`src/rtl/dino_regs_pkg.sv`:
```
// dino_regs_pkg
//   Shared constants for the dino sprite/score register bank.
//   - Avalon word addresses of the CTRL and STATUS registers
//   - bit positions inside CTRL and STATUS
//   - index of every sprite/score register in the shadow/live arrays
//   - status_word(): packs the STATUS read value
package dino_regs_pkg;

  localparam logic [8:0] ADDR_CTRL   = 9'h100;
  localparam logic [8:0] ADDR_STATUS = 9'h101;

  localparam int CTRL_COMMIT_EN     = 0;
  localparam int CTRL_FORCE_COMMIT  = 1;
  localparam int STATUS_IRQ_PENDING = 0;
  localparam int STATUS_FC_LSB      = 16;

  localparam int DINO_X    = 0;
  localparam int DINO_Y    = 1;
  localparam int CACTUS0_X = 2;
  localparam int CACTUS0_Y = 3;
  localparam int CACTUS1_X = 4;
  localparam int CACTUS1_Y = 5;
  localparam int PTERO_X   = 6;
  localparam int PTERO_Y   = 7;
  localparam int GROUND_X  = 8;
  localparam int CLOUD_X   = 9;
  localparam int CLOUD_Y   = 10;
  localparam int SCORE_X   = 11;
  localparam int SCORE_Y   = 12;

  function automatic logic [31:0] status_word(input logic [15:0] fc, input logic irq_pend);
    return {fc, 15'd0, irq_pend};
  endfunction

endpackage

```
`src/rtl/dino_reg_shadow_if.sv`:
```
// dino_reg_shadow_if
//   Avalon-MM slave bus between the HPS bridge and the register bank.
//   chipselect/write/read : transfer qualifiers
//   address[8:0]          : word address
//   writedata[31:0]       : write data
//   readdata[31:0]        : registered read data (driven by the slave)
interface dino_reg_shadow_if;
  logic        chipselect;
  logic        write;
  logic        read;
  logic [8:0]  address;
  logic [31:0] writedata;
  logic [31:0] readdata;

  modport master (
    output chipselect, write, read, address, writedata,
    input  readdata
  );

  modport slave (
    input  chipselect, write, read, address, writedata,
    output readdata
  );
endinterface

```
`src/rtl/dino_frame_ticker.sv`:
```
// dino_frame_ticker
//   Detects the falling edge of the active-low vertical sync and derives the
//   frame-locked counters from it.
//   clk, reset   : clock, asynchronous active-high reset
//   vga_vs       : active-low vertical sync
//   frame_evt    : one-cycle pulse, high in the cycle vga_vs is first seen low
//   frame_count  : frames since reset, wraps at 16 bits
//   anim_phase   : advances once every ANIM_DIV frames, modulo ANIM_STATES
module dino_frame_ticker #(
  parameter int ANIM_DIV    = 6,
  parameter int ANIM_STATES = 3
) (
  input  logic        clk,
  input  logic        reset,
  input  logic        vga_vs,
  output logic        frame_evt,
  output logic [15:0] frame_count,
  output logic [1:0]  anim_phase
);

  localparam int DIV_W = (ANIM_DIV > 1) ? $clog2(ANIM_DIV) : 1;

  logic             r_vs_d;
  logic [DIV_W-1:0] r_div;
  logic [15:0]      r_frame_count;
  logic [1:0]       r_phase;
  logic             w_frame_evt;
  logic             w_div_tc;

  // Previous vs resets high so a low vga_vs at release is not a false edge.
  assign w_frame_evt = r_vs_d & ~vga_vs;
  assign w_div_tc    = (r_div == DIV_W'(ANIM_DIV - 1));

  always_ff @(posedge clk or posedge reset) begin
    if (reset) begin
      r_vs_d        <= 1'b1;
      r_div         <= '0;
      r_frame_count <= '0;
      r_phase       <= '0;
    end else begin
      r_vs_d <= vga_vs;
      if (w_frame_evt) begin
        r_frame_count <= r_frame_count + 16'd1;
        if (w_div_tc) begin
          r_div   <= '0;
          r_phase <= (r_phase == 2'(ANIM_STATES - 1)) ? 2'd0 : r_phase + 2'd1;
        end else begin
          r_div <= r_div + DIV_W'(1);
        end
      end
    end
  end

  assign frame_evt   = w_frame_evt;
  assign frame_count = r_frame_count;
  assign anim_phase  = r_phase;

endmodule

```
`src/rtl/dino_reg_shadow.sv`:
```
// dino_reg_shadow
//   Double-buffered sprite/score register bank. Software writes land in
//   shadow registers; all shadows are copied into the live registers on the
//   vertical-sync falling edge (when commit_en is set) or on a force_commit
//   write, so the renderer never sees a half-updated frame.
//   clk, reset   : clock, asynchronous active-high reset
//   bus          : Avalon-MM slave (dino_reg_shadow_if.slave)
//   vga_vs       : active-low vertical sync
//   live_regs    : committed registers, reg i at [i*REG_W +: REG_W]
//   frame_count  : frames since reset
//   anim_phase   : frame-locked animation phase
//   irq          : vblank interrupt, level, active-high
//   Build option: define VBLANK_IRQ_EN to include the vblank interrupt;
//   otherwise irq is tied low and STATUS bit0 reads 0.
module dino_reg_shadow
  import dino_regs_pkg::*;
#(
  parameter int NUM_REGS    = 13,
  parameter int REG_W       = 10,
  parameter int ANIM_DIV    = 6,
  parameter int ANIM_STATES = 3
) (
  input  logic                      clk,
  input  logic                      reset,
  dino_reg_shadow_if.slave          bus,
  input  logic                      vga_vs,
  output logic [NUM_REGS*REG_W-1:0] live_regs,
  output logic [15:0]               frame_count,
  output logic [1:0]                anim_phase,
  output logic                      irq
);

  localparam int IDX_W = (NUM_REGS > 1) ? $clog2(NUM_REGS) : 1;

  logic [REG_W-1:0] r_shadow [NUM_REGS];
  logic [REG_W-1:0] r_live   [NUM_REGS];
  logic             r_commit_en;
  logic [31:0]      r_readdata;

  logic             w_frame_evt;
  logic [15:0]      w_frame_count;
  logic             w_wr;
  logic             w_rd;
  logic             w_is_shadow;
  logic [IDX_W-1:0] w_idx;
  logic             w_wr_shadow;
  logic             w_wr_ctrl;
  logic             w_wr_status;
  logic             w_commit;
  logic             w_irq_bit;
  logic [31:0]      w_rd_mux;

  dino_frame_ticker #(
    .ANIM_DIV    (ANIM_DIV),
    .ANIM_STATES (ANIM_STATES)
  ) u_ticker (
    .clk         (clk),
    .reset       (reset),
    .vga_vs      (vga_vs),
    .frame_evt   (w_frame_evt),
    .frame_count (w_frame_count),
    .anim_phase  (anim_phase)
  );

  assign w_wr        = bus.chipselect & bus.write;
  assign w_rd        = bus.chipselect & bus.read;
  assign w_is_shadow = (bus.address < 9'(NUM_REGS));
  assign w_idx       = bus.address[IDX_W-1:0];
  assign w_wr_shadow = w_wr & w_is_shadow;
  assign w_wr_ctrl   = w_wr & (bus.address == ADDR_CTRL);
  assign w_wr_status = w_wr & (bus.address == ADDR_STATUS);

  // Commit gating uses the commit_en value held before this cycle's write.
  assign w_commit = (w_frame_evt & r_commit_en) |
                    (w_wr_ctrl & bus.writedata[CTRL_FORCE_COMMIT]);

  always_comb begin
    w_rd_mux = '0;
    if (w_is_shadow) begin
      w_rd_mux = 32'(r_shadow[w_idx]);
    end else if (bus.address == ADDR_CTRL) begin
      w_rd_mux[CTRL_COMMIT_EN] = r_commit_en;
    end else if (bus.address == ADDR_STATUS) begin
      w_rd_mux = status_word(w_frame_count, w_irq_bit);
    end
  end

  // Non-blocking copy means a shadow write in the commit cycle is not
  // captured by that commit; it goes out with the next one.
  always_ff @(posedge clk or posedge reset) begin
    if (reset) begin
      for (int i = 0; i < NUM_REGS; i++) begin
        r_shadow[i] <= '0;
        r_live[i]   <= '0;
      end
      r_commit_en <= 1'b1;
      r_readdata  <= '0;
    end else begin
      if (w_commit) begin
        for (int i = 0; i < NUM_REGS; i++) r_live[i] <= r_shadow[i];
      end
      if (w_wr_shadow) r_shadow[w_idx] <= bus.writedata[REG_W-1:0];
      if (w_wr_ctrl)   r_commit_en     <= bus.writedata[CTRL_COMMIT_EN];
      if (w_rd)        r_readdata      <= w_rd_mux;
    end
  end

`ifdef VBLANK_IRQ_EN
  logic r_irq_pending;

  // A frame event in the same cycle as a clear keeps the interrupt pending.
  always_ff @(posedge clk or posedge reset) begin
    if (reset) begin
      r_irq_pending <= 1'b0;
    end else if (w_frame_evt) begin
      r_irq_pending <= 1'b1;
    end else if (w_wr_status & bus.writedata[STATUS_IRQ_PENDING]) begin
      r_irq_pending <= 1'b0;
    end
  end

  assign w_irq_bit = r_irq_pending;
`else
  assign w_irq_bit = 1'b0;
`endif

  assign irq = w_irq_bit;

  for (genvar gi = 0; gi < NUM_REGS; gi++) begin : g_live
    assign live_regs[gi*REG_W +: REG_W] = r_live[gi];
  end

  assign bus.readdata = r_readdata;
  assign frame_count  = w_frame_count;

endmodule

```
`src/flat_wrapper.sv`:
```
// flat-port wrapper written by rule: the top's interface ports become plain ports
module dino_reg_shadow_flat import dino_regs_pkg::*;
#(
  parameter int NUM_REGS    = 13,
  parameter int REG_W       = 10,
  parameter int ANIM_DIV    = 6,
  parameter int ANIM_STATES = 3
)
  (clk, reset, vga_vs, live_regs, frame_count, anim_phase, irq, bus_chipselect, bus_write, bus_read, bus_address, bus_writedata, bus_readdata);
  dino_reg_shadow_if bus_i ();
  input  logic clk;
  input  logic reset;
  input  logic vga_vs;
  output logic [NUM_REGS*REG_W-1:0] live_regs;
  output logic [15:0] frame_count;
  output logic [1:0] anim_phase;
  output logic irq;
  input wire logic [$bits(bus_i.chipselect)-1:0] bus_chipselect;
  input wire logic [$bits(bus_i.write)-1:0] bus_write;
  input wire logic [$bits(bus_i.read)-1:0] bus_read;
  input wire logic [$bits(bus_i.address)-1:0] bus_address;
  input wire logic [$bits(bus_i.writedata)-1:0] bus_writedata;
  output wire logic [$bits(bus_i.readdata)-1:0] bus_readdata;
  assign bus_i.chipselect = bus_chipselect;
  assign bus_i.write = bus_write;
  assign bus_i.read = bus_read;
  assign bus_i.address = bus_address;
  assign bus_i.writedata = bus_writedata;
  assign bus_readdata = bus_i.readdata;
  dino_reg_shadow #(.NUM_REGS(NUM_REGS), .REG_W(REG_W), .ANIM_DIV(ANIM_DIV), .ANIM_STATES(ANIM_STATES)) u_core (.clk(clk), .reset(reset), .bus(bus_i), .vga_vs(vga_vs), .live_regs(live_regs), .frame_count(frame_count), .anim_phase(anim_phase), .irq(irq));
endmodule
```
`config.mk`:
```
export PLATFORM = sky130hd
export DESIGN_NAME = dino_reg_shadow_flat
export DESIGN_NICKNAME = d
export VERILOG_FILES = /design/src/rtl/dino_regs_pkg.sv /design/src/rtl/dino_reg_shadow_if.sv /design/src/rtl/dino_frame_ticker.sv /design/src/rtl/dino_reg_shadow.sv /design/src/flat_wrapper.sv
export SDC_FILE = /design/constraint.sdc
export NUM_CORES = 1
export LEC_CHECK = 0
export BUFFER_PORTS_ARGS = -buffer_cell sky130_fd_sc_hd__buf_4
export CORE_MARGIN = 2
export CORE_UTILIZATION = 40
export CTS_CLUSTER_SIZE = 14
export DETAILED_ROUTE_END_ITERATION = 16
export GPL_TIMING_DRIVEN = 0
export PLACE_DENSITY = 0.64
export SYNTH_ARGS = -nofsm -noshare
export SYNTH_HDL_FRONTEND = slang
export SYNTH_HIERARCHICAL = 1
export SYNTH_SLANG_ARGS = --single-unit
```
`constraint.sdc`:
```
create_clock -name clk -period 25 [get_ports clk]
set_input_delay 2.5 -clock clk [delete_from_list [all_inputs] [get_ports clk]]
set_output_delay 2.5 -clock clk [all_outputs]
set_load 0.05 [all_outputs]
```
==> Flow_metrics.wiki, run 1 <==
{| class="wikitable"
! Metric !! Value
|-
| Result of the run || finished, final reports clean
|-
| Diodes inserted || 0
|-
| Maximum number of pins on one net before global-route repair || 129
|-
| Relative slew slack || 0.0832
|-
| Total Wirelength || 33100 um
|-
| Met2 Resource Use GR || 0.308
|-
| Core Region || 0.0316 mm^2
|-
| Count of hold buffers inserted by post-cts repair || 0
|-
| Count of unique library cells instantiated by Yosys || 48
|-
| FF-to-FF setup slack || 22.34 ns
|-
| Portion of synthesized cell area occupied by the leading cell type || 0.600
|-
| Total placed instance area || 0.0149 mm^2
|-
| Boundary pin count || 228
|-
| Final Critical Period || 5.04 ns
|-
| Most heavily used metal layer in global routing || met2
|-
| Peak Freq || 0.198 GHz
|-
| Sequential element share of the synthesized area || 0.604
|-
| Layout cell share with drive strength beyond 1 || 0.553
|-
| Worst r2r dst || u_core/live_regs[105]$_DFFE_PP0P_
|-
| Htree depth || 2
|-
| Crit path arrival time || 5.40 ns
|-
| Chip height || 183 um
|-
| Power per cell area || 70.7 mW/mm^2
|-
| Port-buffer cells || 197
|-
| Main synth FF type || sky130_fd_sc_hd__dfrtp_1
|-
| Die ar. || 0.0335 mm^2
|-
| Count leader, synth || sky130_fd_sc_hd__dfrtp_1
|-
| Power Total || 1.14 mW
|-
| First-pass iteration count of the detailed router || 4
|-
| Highest ir drop seen on vdd || 0.0445 mV
|-
| # setup viols final || 0
|-
| Hold crit path type || reg -> reg
|-
| Post-layout utilization of the core || 0.509
|-
| Master of the slowest instance on the critical path || sky130_fd_sc_hd__clkbuf_1
|-
| Cell depth of the worst hold path || 1
|-
| Routing usage on met3 || 0.0459
|-
| Routed via count divided by cell count || 5.28
|-
| Worst Reg2Reg Path Length in Cells || 7
|-
| TritonCTS sink count || 309
|-
| Via count || 7751
|-
| Leading cell types by count after synthesis || 307 x sky130_fd_sc_hd__dfrtp_1, 271 x sky130_fd_sc_hd__mux2_2, 32 x sky130_fd_sc_hd__clkbuf_1, 30 x sky130_fd_sc_hd__mux4_2, 17 x sky130_fd_sc_hd__a22o_1
|-
| Seq cells post-synth || 309
|-
| Final-layout setup total negative slack || 0 ns
|-
| Clk root buf || sky130_fd_sc_hd__clkbuf_16
|-
| Worst setup EP type || flop
|-
| Main area contributors after synthesis || sky130_fd_sc_hd__dfrtp_1 60%, sky130_fd_sc_hd__mux2_2 24%, sky130_fd_sc_hd__mux4_2 5.3%
|-
| Launching instance or port of the critical path || bus_address[1]
|-
| Peak fanout along the critical path || 10
|-
| Number of cells produced by synthesis || 803
|-
| Post-synthesis area per instance || 16.0 um^2
|-
| Met1 usage in global routing || 0.290
|-
| Fraction of the mapped netlist area in adder cells || 0.000976
|-
| Detailed placer's ending HPWL || 22900 um
|-
| Part of the cycle the worst path needs || 0.202
|-
| Final Skew || 0.00909 ns
|-
| Final Slew Violations || 0
|-
| Post-route standard cell area excluding fillers || 0.0161 mm^2
|-
| Cell type with the highest aggregate area in the netlist || sky130_fd_sc_hd__dfrtp_1
|-
| First-pass GRT wire length || 50000 um
|-
| Number of antenna violations at the first check in global routing || 0
|-
| Final net count || 1092
|-
| CTS tree || built
|-
| Worst setup slack after placement || 19.48 ns
|-
| Worst path cell trace || buf_4, buf_2, clkbuf_1, clkbuf_1, mux4_2, mux2_2, a22oi_1, o21ai_0
|-
| Fin cells || 1468
|-
| Share of cell area taken by muxes after synthesis || 0.300
|-
| First DRT Iteration DRCs || 413
|-
| Number of synthesized flops with an enable pin || 0
|-
| Hold Slack || 0.503 ns
|-
| Setup repair after global routing missed its margin || false
|-
| Overall track demand over capacity in global routing || 0.200
|-
| Synthesis warning total || 6
|-
| Setup crit end || u_core/bus.readdata[4]$_DFFE_PP0P_
|-
| Vias in the first global route || 7849
|-
| WL per Instance || 22.5 um
|-
| Mapped cell area || 0.0128 mm^2
|-
| Post-CTS sizing || 0
|-
| Die W || 183 um
|-
| Parity-gate share of the synthesized area counting xor and xnor cells || 0.0109
|-
| Placed instance count || 1410
|-
| Area growth from synthesis to layout || 25.4%
|-
| Overflow left after global routing || 0
|-
| Site Rows || 65
|-
| Largest family of logic cells by synthesized area || multiplexers
|-
| Clock latency on the worst-skew pair || 0.51 ns
|-
| Routability congestion estimate from global placement || 0.769
|-
| Required time of the critical path || 25.37 ns
|-
| Number of endpoints with negative hold slack in the final report || 0
|-
| Number of design rule violations left after detail routing || 0
|-
| Effective utilization at floorplan || 0.406
|-
| Fraction of the mapped netlist area in simple logic gates || 0.0403
|-
| Compound-Gate Fraction of Synth Area || 0.0250
|-
| Slew at the pin closest to its max-slew limit || 1.37 ns
|-
| Final antenna-violating net count || 0
|-
| Startpoint of the worst-slack reg-to-reg timing path || u_core/u_ticker/r_vs_d$_DFF_PP1_
|-
| Leakage || 8.23 nW
|-
| Startpoint types || primary input
|-
| Post-CTS setup repair buffer count || 0
|-
| CTS buffer count || 34
|-
| Most used cell, CP || sky130_fd_sc_hd__clkbuf_1
|-
| Clock Pin Slew Worst Setup and Hold Paths || 0.06 ns
|-
| Worst path setup slack after routing || 19.96 ns
|-
| Largest stage delay, worst path || 0.68 ns
|-
| FFs w/ async S/R, synth || 1.00
|-
| Clk buf depth || 3
|-
| Worst setup path category || in -> reg
|-
| Max-cap viol count || 0
|}
[state kept, by name, summed over array words and instances, names as in the netlist]
name	count
u_core/u_ticker/r_div	3
u_core/bus.readdata	26
u_core/u_ticker/frame_count	16
u_core/u_ticker/r_vs_d	1
u_core/r_commit_en	1
u_core/u_ticker/anim_phase	2
u_core/live_regs	130
u_core/r_shadow	130
[layer usage]
layer	share of wire	wire, um
met5	0	0
met4	0.018	587
met3	0.064	2130
met2	0.45	15000
met1	0.47	15400
[worst min-delay path by stage]
stage	start	end
finish	u_core/live_regs[84]$_DFFE_PP0P_	u_core/live_regs[84]$_DFFE_PP0P_
detailed placement	u_core/bus.readdata[16]$_DFFE_PP0P_	u_core/bus.readdata[16]$_DFFE_PP0P_
global placement	u_core/bus.readdata[19]$_DFFE_PP0P_	u_core/bus.readdata[19]$_DFFE_PP0P_
CTS	u_core/live_regs[89]$_DFFE_PP0P_	u_core/live_regs[89]$_DFFE_PP0P_
global route	u_core/live_regs[89]$_DFFE_PP0P_	u_core/live_regs[89]$_DFFE_PP0P_
floorplan	u_core/r_shadow[1]$_DFFE_PP0P_	u_core/r_shadow[1]$_DFFE_PP0P_
[placed cells by master (no fill, tap or decap), types with 9 or more instances in the layout]
| cell | netlist | routed |
|---|---|---|
| sky130_fd_sc_hd__a22o_1 | 17 | 17 |
| sky130_fd_sc_hd__a22oi_1 | 10 | 10 |
| sky130_fd_sc_hd__buf_4 | 8 | 205 |
| sky130_fd_sc_hd__clkbuf_1 | 32 | 38 |
| sky130_fd_sc_hd__clkbuf_16 | 0 | 37 |
| sky130_fd_sc_hd__clkbuf_8 | 0 | 9 |
| sky130_fd_sc_hd__dfrtp_1 | 307 | 307 |
| sky130_fd_sc_hd__mux2_2 | 271 | 271 |
| sky130_fd_sc_hd__mux2i_1 | 9 | 9 |
| sky130_fd_sc_hd__mux4_2 | 30 | 30 |
| sky130_fd_sc_hd__nand2_1 | 13 | 13 |
| sky130_fd_sc_hd__o21ai_0 | 10 | 10 |
| sky130_fd_sc_hd__xnor2_1 | 12 | 12 |
[where the power goes]
group / leakage [nW] / switching (mW) / internal, mW
registers: 4.29 / 0.0148 / 0.512
clock network: 0.582 / 0.198 / 0.325
logic: 3.36 / 0.0574 / 0.0290
total: 8.23 / 0.270 / 0.866
[worst max-delay path, delay by kind of cell]
family | cells | cell delay (ns)
AO/OA/AOI/OAI | 2 | 0.28
multiplexers | 2 | 0.80
buffers and inverters | 4 | 1.80
[logic make-up (layout without fill, tap and decap cells)]
group                    after synthesis  count (layout)
adder cells (fa/ha/maj)                1               1
buffers and inverters                 54             311
other                                  1               7
AO/OA/AOI/OAI                         42              42
multiplexers                         312             312
AND/OR/NAND/NOR                       68              68
flip-flops                           309             309
XOR/XNOR                              16              16
[cell type report]
class	count	area, um^2
timing repair buffer	199	1530
inverter	3	18.8
buffer	51	234
tap	402	503
clock buffer	52	1070
sequential	309	7730
clock inverter	6	105
multi-input combinational	446	4860
fill	2739	15500
(Power assumes the default switching activity.)
==> run 2, diff against run 1 <==
--- a/config.mk
+++ b/config.mk
@@ -11,7 +11,7 @@
 export CTS_CLUSTER_SIZE = 14
 export DETAILED_ROUTE_END_ITERATION = 16
 export GPL_TIMING_DRIVEN = 0
-export PLACE_DENSITY = 0.64
+export PLACE_DENSITY = 0.67
 export SYNTH_ARGS = -nofsm -noshare
 export SYNTH_HDL_FRONTEND = slang
 export SYNTH_HIERARCHICAL = 1
==> constraint.sdc (replaced) <==
create_clock -name clk -period 4.6 [get_ports clk]
set_input_delay 0.46 -clock clk [delete_from_list [all_inputs] [get_ports clk]]
set_output_delay 0.46 -clock clk [all_outputs]
set_load 0.05 [all_outputs]
==> run 2 against run 1 <==
Routed wire length rose by 0.38%. Cell area rose by 1.1%. Setup slack got worse by 18 ns. Critical path depth did not move. Sequential power rose to 5.4 times the previous value. Register-to-register slack got worse by 20 ns.
==> Flow_metrics.wiki, run 2 (synthesis results as in run 1) <==
{| class="wikitable"
! Metric !! Value
|-
| Required time of the critical path || 4.97 ns (-20.40 ns)
|-
| Peak Freq || 0.342 GHz
|-
| CTS tree || built
|-
| Routed via count divided by cell count || 5.23 (-0.94%)
|-
| Boundary pin count || 228 (unchanged)
|-
| Die ar. || 0.0335 mm^2 (unchanged)
|-
| Diodes inserted || 0 (unchanged)
|-
| Area growth from synthesis to layout || 26.8%
|-
| First-pass iteration count of the detailed router || 4 (unchanged)
|-
| Clock Pin Slew Worst Setup and Hold Paths || 0.05 ns (about the same)
|-
| Setup repair after global routing missed its margin || false
|-
| Hold Slack || 0.100 ns (-0.403 ns)
|-
| Crit path arrival time || 3.29 ns (-2.11 ns)
|-
| Most frequent cells in the layout || 307 x sky130_fd_sc_hd__dfrtp_1, 271 x sky130_fd_sc_hd__mux2_2, 205 x sky130_fd_sc_hd__buf_4
|-
| Final Slew Violations || 0 (unchanged)
|-
| CTS buffer count || 35 (+2.9%)
|-
| Layout cell share with drive strength beyond 1 || 0.554 (+0.00147)
|-
| Final Skew || 0.00987 ns (+0.000780 ns)
|-
| TritonCTS sink count || 309 (unchanged)
|-
| Clock latency on the worst-skew pair || 0.50 ns (about the same)
|-
| First DRT Iteration DRCs || 430 (+4.1%)
|-
| Total Wirelength || 33200 um (+0.38%)
|-
| Worst path cell trace || buf_4, buf_2, clkbuf_1, clkbuf_1, mux4_2, mux2_2, a22oi_1, o21ai_0
|-
| Slew at the pin closest to its max-slew limit || 1.19 ns (-0.181 ns)
|-
| Overall track demand over capacity in global routing || 0.200 (about the same)
|-
| Port-buffer cells || 197 (unchanged)
|-
| Master of the slowest instance on the critical path || sky130_fd_sc_hd__clkbuf_1
|-
| Power Total || 6.32 mW (+460%)
|-
| Worst setup EP type || flop
|-
| Vias in the first global route || 7987 (+1.8%)
|-
| # setup viols final || 0 (unchanged)
|-
| Max-cap viol count || 0 (unchanged)
|-
| WL per Instance || 22.5 um (-0.16%)
|-
| Category of cells accounting for the largest share of critical-path delay || buffers and inverters
|-
| Post-CTS sizing || 0 (unchanged)
|-
| Final Critical Period || 2.92 ns
|-
| Power per cell area || 389 mW/mm^2 (+450%)
|-
| First-pass GRT wire length || 50000 um (about the same)
|-
| Highest ir drop seen on vdd || 0.243 mV (+450%)
|-
| Chip height || 183 um (unchanged)
|-
| Leakage || 8.30 nW (+0.85%)
|-
| Most common cell after layout, fill and taps aside || sky130_fd_sc_hd__dfrtp_1
|-
| Effective utilization at floorplan || 0.406 (unchanged)
|-
| Htree depth || 2 (unchanged)
|-
| Number of antenna violations at the first check in global routing || 1 (+1)
|-
| Final antenna-violating net count || 0 (unchanged)
|-
| Routability congestion estimate from global placement || 0.783 (+1.8%)
|-
| Buf/Inv on CP || 4 (unchanged)
|-
| Overflow left after global routing || 0 (unchanged)
|-
| Site Rows || 65 (unchanged)
|-
| Peak fanout along the critical path || 10 (unchanged)
|-
| Number of design rule violations left after detail routing || 0 (unchanged)
|-
| Maximum number of pins on one net before global-route repair || 43 (-67%)
|-
| Clk buf depth || 3 (unchanged)
|-
| Number of endpoints with negative hold slack in the final report || 0 (unchanged)
|-
| Hold crit path type || in -> reg
|-
| Part of the cycle the worst path needs || 0.635
|-
| Placed instance count || 1416 (+0.43%)
|-
| Filler Cells Inserted || 2686 (-1.9%)
|-
| Core Region || 0.0316 mm^2 (unchanged)
|-
| Most used cell, CP || sky130_fd_sc_hd__clkbuf_1
|-
| Relative slew slack || 0.205 (+0.121)
|-
| Final net count || 1100 (+0.73%)
|-
| Fin cells || 1476 (+0.54%)
|-
| Worst setup path category || in -> reg
|-
| Die W || 183 um (unchanged)
|-
| Detailed placer's ending HPWL || 23500 um (+2.8%)
|-
| Via count || 7720 (-0.40%)
|-
| Result of the run || finished, final reports clean
|-
| Startpoint types || primary input
|-
| Largest stage delay, worst path || 0.67 ns (about the same)
|-
| Clk root buf || sky130_fd_sc_hd__clkbuf_16
|}
run 2: changes by cell type in the layout (fill, tap and decap cells not counted), sizes merged:
| cell | change |
|---|---|
| bufinv | +3 |
| clkinvlp | +2 |
| dlygate4sd3 | +1 |
| clkbuf | -2 |
| clkinv | -2 |
| buf | +6 |
run 2: what timing repair did:
action / CTS / global route
setup buffers: 0 / 0
hold buffers: 1 / 0
endpoints found under the hold margin: 5 / 0
run 2: worst paths after layout:
kind / from / endpoint / slack (ns) / depth (start not counted)
setup / recovery: bus_address[1] / u_core/bus.readdata[4]$_DFFE_PP0P_ / 1.68 / 8
hold / removal: vga_vs / u_core/u_ticker/r_vs_d$_DFF_PP1_ / 0.10 / 1
setup reg to reg: u_core/u_ticker/r_vs_d$_DFF_PP1_ / u_core/live_regs[105]$_DFFE_PP0P_ / 1.96 / 7
hold reg to reg: u_core/u_ticker/frame_count[15]$_DFFE_PP0P_ / u_core/u_ticker/frame_count[15]$_DFFE_PP0P_ / 0.50 / 1
max in group asynchronous: reset / u_core/r_commit_en$_DFFE_PP1P_ / 3.08 / 6
min in group asynchronous: reset / u_core/bus.readdata[31]$_DFFE_PP0P_ / 0.45 / 3
run 2: area by class of cell:
type,instances,area [um^2],share of cell area
flip-flops and latches,309,7730,0.476
multi-input cells,446,4860,0.299
repair buffers,206,1660,0.102
clock buffers,50,1030,0.0637
well taps,402,503,0.0310
plain buffers,51,234,0.0144
clock inverters,9,201,0.0124
inverters,3,15.0,0.000924
run 2: per-layer routing:
| metal | GRT usage | vias to the layer above | share of wire |
|---|---|---|---|
| li1 | - | 3439 | - |
| met1 | 0.280 | 4026 | 0.45 |
| met2 | 0.315 | 215 | 0.47 |
| met3 | 0.0504 | 38 | 0.066 |
| met4 | 0.0467 | 2 | 0.016 |
| met5 | 0 | - | 0.00039 |
run 2: where the power goes:
part / switching (mW) / total [mW] / internal (mW)
combinational: 0.315 / 0.482 / 0.168
sequential: 0.0769 / 2.86 / 2.78
clock: 1.08 / 2.98 / 1.90
run 2: metrics by stage:
| stage | util | worst slack [ns] | cell area (um^2) | setup TNS, ns |
|---|---|---|---|---|
| 3_3_place_gp | 0.470 | -1.47 | 14800 | -410.23 |
| 5_1_grt | 0.515 | 1.51 | 16200 | 0 |
| 3_5_place_dp | 0.475 | 1.09 | 15000 | 0 |
| 4_1_cts | 0.515 | 1.59 | 16200 | 0 |
| 2_1_floorplan | - | 0.336 | 12800 | 0 |
| 6_report | 0.515 | 1.68 | 16200 | 0 |
==> run 3, diff against run 2 <==
==> constraint.sdc (replaced) <==
create_clock -name clk -period 2.6 [get_ports clk]
set_input_delay 0.26 -clock clk [delete_from_list [all_inputs] [get_ports clk]]
set_output_delay 0.26 -clock clk [all_outputs]
set_load 0.05 [all_outputs]
==> run 3 against run 2 <==
Sequential share of layout area is 0.16 points lower. Routed wire length barely moved. Total power increased by 77%. Sequential cell count stayed put. Critical path depth decreased by 2. Critical endpoint is now u_core/r_shadow[100]$_DFFE_PP0P_. Largest cell class unchanged.
==> Flow_metrics.wiki, run 3 (synthesis results as in run 1) <==
{| class="wikitable"
! Metric !! Value
|-
| Result of the run || finished, final reports clean
|-
| Largest stage delay, worst path || 0.85 ns (+0.18 ns)
|-
| Number of antenna violations at the first check in global routing || 1 (unchanged)
|-
| Port-buffer cells || 197 (unchanged)
|-
| Final net count || 1103 (+0.27%)
|-
| Site Rows || 65 (unchanged)
|-
| Highest ir drop seen on vdd || 0.428 mV (+76%)
|-
| Most used cell, CP || sky130_fd_sc_hd__buf_4
|-
| Die ar. || 0.0335 mm^2 (unchanged)
|-
| Required time of the critical path || 2.98 ns (-1.99 ns)
|-
| Relative slew slack || 0.184 (-0.0211)
|-
| Clock latency on the worst-skew pair || 0.50 ns (about the same)
|-
| Die W || 183 um (unchanged)
|-
| Routability congestion estimate from global placement || 0.783 (unchanged)
|-
| Worst setup path category || in -> reg
|-
| Vias in the first global route || 8014 (+0.34%)
|-
| Placed instance count || 1416 (unchanged)
|-
| Buf/Inv on CP || 2 (-2)
|-
| First-pass iteration count of the detailed router || 4 (unchanged)
|-
| Worst path cell trace || buf_4, or4_4, or3_1, buf_4, nor4_4, mux2_2
|-
| Via count || 7755 (+0.45%)
|-
| Clock Pin Slew Worst Setup and Hold Paths || 0.06 ns (about the same)
|-
| Part of the cycle the worst path needs || 0.929
|-
| Fin cells || 1479 (+0.20%)
|-
| Crit path arrival time || 2.80 ns (-0.49 ns)
|-
| TritonCTS sink count || 309 (unchanged)
|-
| First-pass GRT wire length || 50200 um (+0.30%)
|-
| First DRT Iteration DRCs || 428 (-0.47%)
|-
| Layout cell share with drive strength beyond 1 || 0.565 (+0.0105)
|-
| Master of the slowest instance on the critical path || sky130_fd_sc_hd__nor4_4
|-
| Area growth from synthesis to layout || 27.2%
|-
| Hold crit path type || in -> reg
|-
| Clk root buf || sky130_fd_sc_hd__clkbuf_16
|-
| Slew at the pin closest to its max-slew limit || 1.22 ns (+0.0315 ns)
|-
| Worst path setup slack after routing || 0.184 ns (-1.49 ns)
|-
| Setup repair after global routing missed its margin || false
|-
| Htree depth || 2 (unchanged)
|-
| Startpoint of the worst-slack reg-to-reg timing path || u_core/u_ticker/r_vs_d$_DFF_PP1_
|-
| Effective utilization at floorplan || 0.406 (unchanged)
|-
| Max-cap viol count || 0 (unchanged)
|-
| Overflow left after global routing || 0 (unchanged)
|-
| Most common cell after layout, fill and taps aside || sky130_fd_sc_hd__dfrtp_1
|-
| Chip height || 183 um (unchanged)
|-
| Launching instance or port of the critical path || bus_address[5]
|-
| Boundary pin count || 228 (unchanged)
|-
| Maximum number of pins on one net before global-route repair || 43 (unchanged)
|-
| Final Slew Violations || 0 (unchanged)
|-
| Min-delay src || bus_writedata[8]
|-
| Power per cell area || 686 mW/mm^2 (+76%)
|-
| Leakage || 8.34 nW (+0.57%)
|-
| Most frequent cells in the layout || 307 x sky130_fd_sc_hd__dfrtp_1, 271 x sky130_fd_sc_hd__mux2_2, 205 x sky130_fd_sc_hd__buf_4
|-
| Worst setup EP type || flop
|-
| Post-layout utilization of the core || 0.516 (+0.00174)
|-
| Category of cells accounting for the largest share of critical-path delay || simple AND/OR/NAND/NOR gates
|-
| CTS tree || built
|-
| Peak Freq || 0.414 GHz
|-
| Worst setup slack after placement || -0.708 ns (-1.80 ns)
|-
| Peak fanout along the critical path || 10 (unchanged)
|-
| Final Skew || 0.00950 ns (-0.000375 ns)
|-
| Detailed placer's ending HPWL || 23500 um (unchanged)
|-
| Diodes inserted || 0 (unchanged)
|-
| # setup viols final || 0 (unchanged)
|-
| CTS buffer count || 35 (unchanged)
|-
| Final Critical Period || 2.42 ns
|-
| Total Wirelength || 33200 um (about the same)
|-
| Overall track demand over capacity in global routing || 0.200 (+0.000435)
|-
| Number of endpoints with negative hold slack in the final report || 0 (unchanged)
|-
| Final antenna-violating net count || 0 (unchanged)
|-
| Clk buf depth || 3 (unchanged)
|-
| WL per Instance || 22.5 um (-0.13%)
|-
| Number of design rule violations left after detail routing || 0 (unchanged)
|-
| Startpoint types || primary input
|-
| Core Region || 0.0316 mm^2 (unchanged)
|-
| Routed via count divided by cell count || 5.24 (+0.25%)
|}
==> run 3: changes by cell type in the layout (fill, tap and decap cells not counted), sizes merged <==
cell / previous run / this run
dlygate4sd3: 1 / 3
buf: 224 / 225
==> run 3: worst reg2reg max path, delay by kind of cell (launching register included) <==
kind | cells | cell delay (ns)
buffers and inverters | 4 | 1.13
muxes | 1 | 0.39
DFF | 1 | 0.37
AOI/OAI and AO/OA | 1 | 0.25
and+or+nand+nor | 1 | 0.12
==> run 3: repair_timing <==
| action | in CTS | in global routing |
|---|---|---|
| hold buffers | 3 | 0 |
| pin swaps | 1 | 0 |
| endpoints found under the setup margin | 49 | 43 |
| endpoints found under the hold margin | 102 | 0 |
| resized for setup | 8 | 9 |
| buffers inserted | 1 | 0 |
==> run 3: final cells by class <==
type / count / area [um^2]
well taps: 402 / 503
clock buffers: 50 / 1030
multi-input cells: 446 / 4860
inverters: 3 / 15.0
repair buffers: 209 / 1700
fillers: 2680 / 15300
plain buffers: 51 / 249
clock inverters: 9 / 201
flip-flops and latches: 309 / 7730
==> run 3: layer usage <==
metal,share of wire,GRT usage,vias up
li1,-,-,3450
met1,0.45,0.280,4036
met2,0.47,0.316,226
met3,0.066,0.0506,41
met4,0.016,0.0480,2
met5,0.00039,0,-
==> run 3: path summary, 6_finish.rpt <==
kind	endpoint	slack (ns)	cells past startpoint
max in group asynchronous	u_core/r_commit_en$_DFFE_PP1P_	1.27	6
max reg2reg	u_core/live_regs[94]$_DFFE_PP0P_	0.24	7
max	u_core/r_shadow[100]$_DFFE_PP0P_	0.18	6
min reg2reg	u_core/u_ticker/frame_count[15]$_DFFE_PP0P_	0.50	1
min in group asynchronous	u_core/bus.readdata[31]$_DFFE_PP0P_	0.25	3
min	u_core/r_shadow[98]$_DFFE_PP0P_	0.02	2
==> run 3: per-stage QoR <==
step	power, mW	cell area, um^2	hold slack [ns]	setup TNS, ns
finish	11.2	16300	0.0225	0
global route	11.6	16300	0.00622	0
CTS	11.3	16300	0.00325	0
detailed placement	6.01	15000	0.206	-70.57
global placement	5.96	14800	0.406	-994.45
floorplan	5.69	12800	0.248	-419.27
==> run 3: where the power goes <==
| part | total (mW) | internal (mW) | leakage, nW | switching (mW) |
|---|---|---|---|---|
| registers | 5.06 | 4.92 | 4.29 | 0.136 |
| logic | 0.857 | 0.299 | 3.45 | 0.558 |
| clock network | 5.26 | 3.36 | 0.601 | 1.91 |
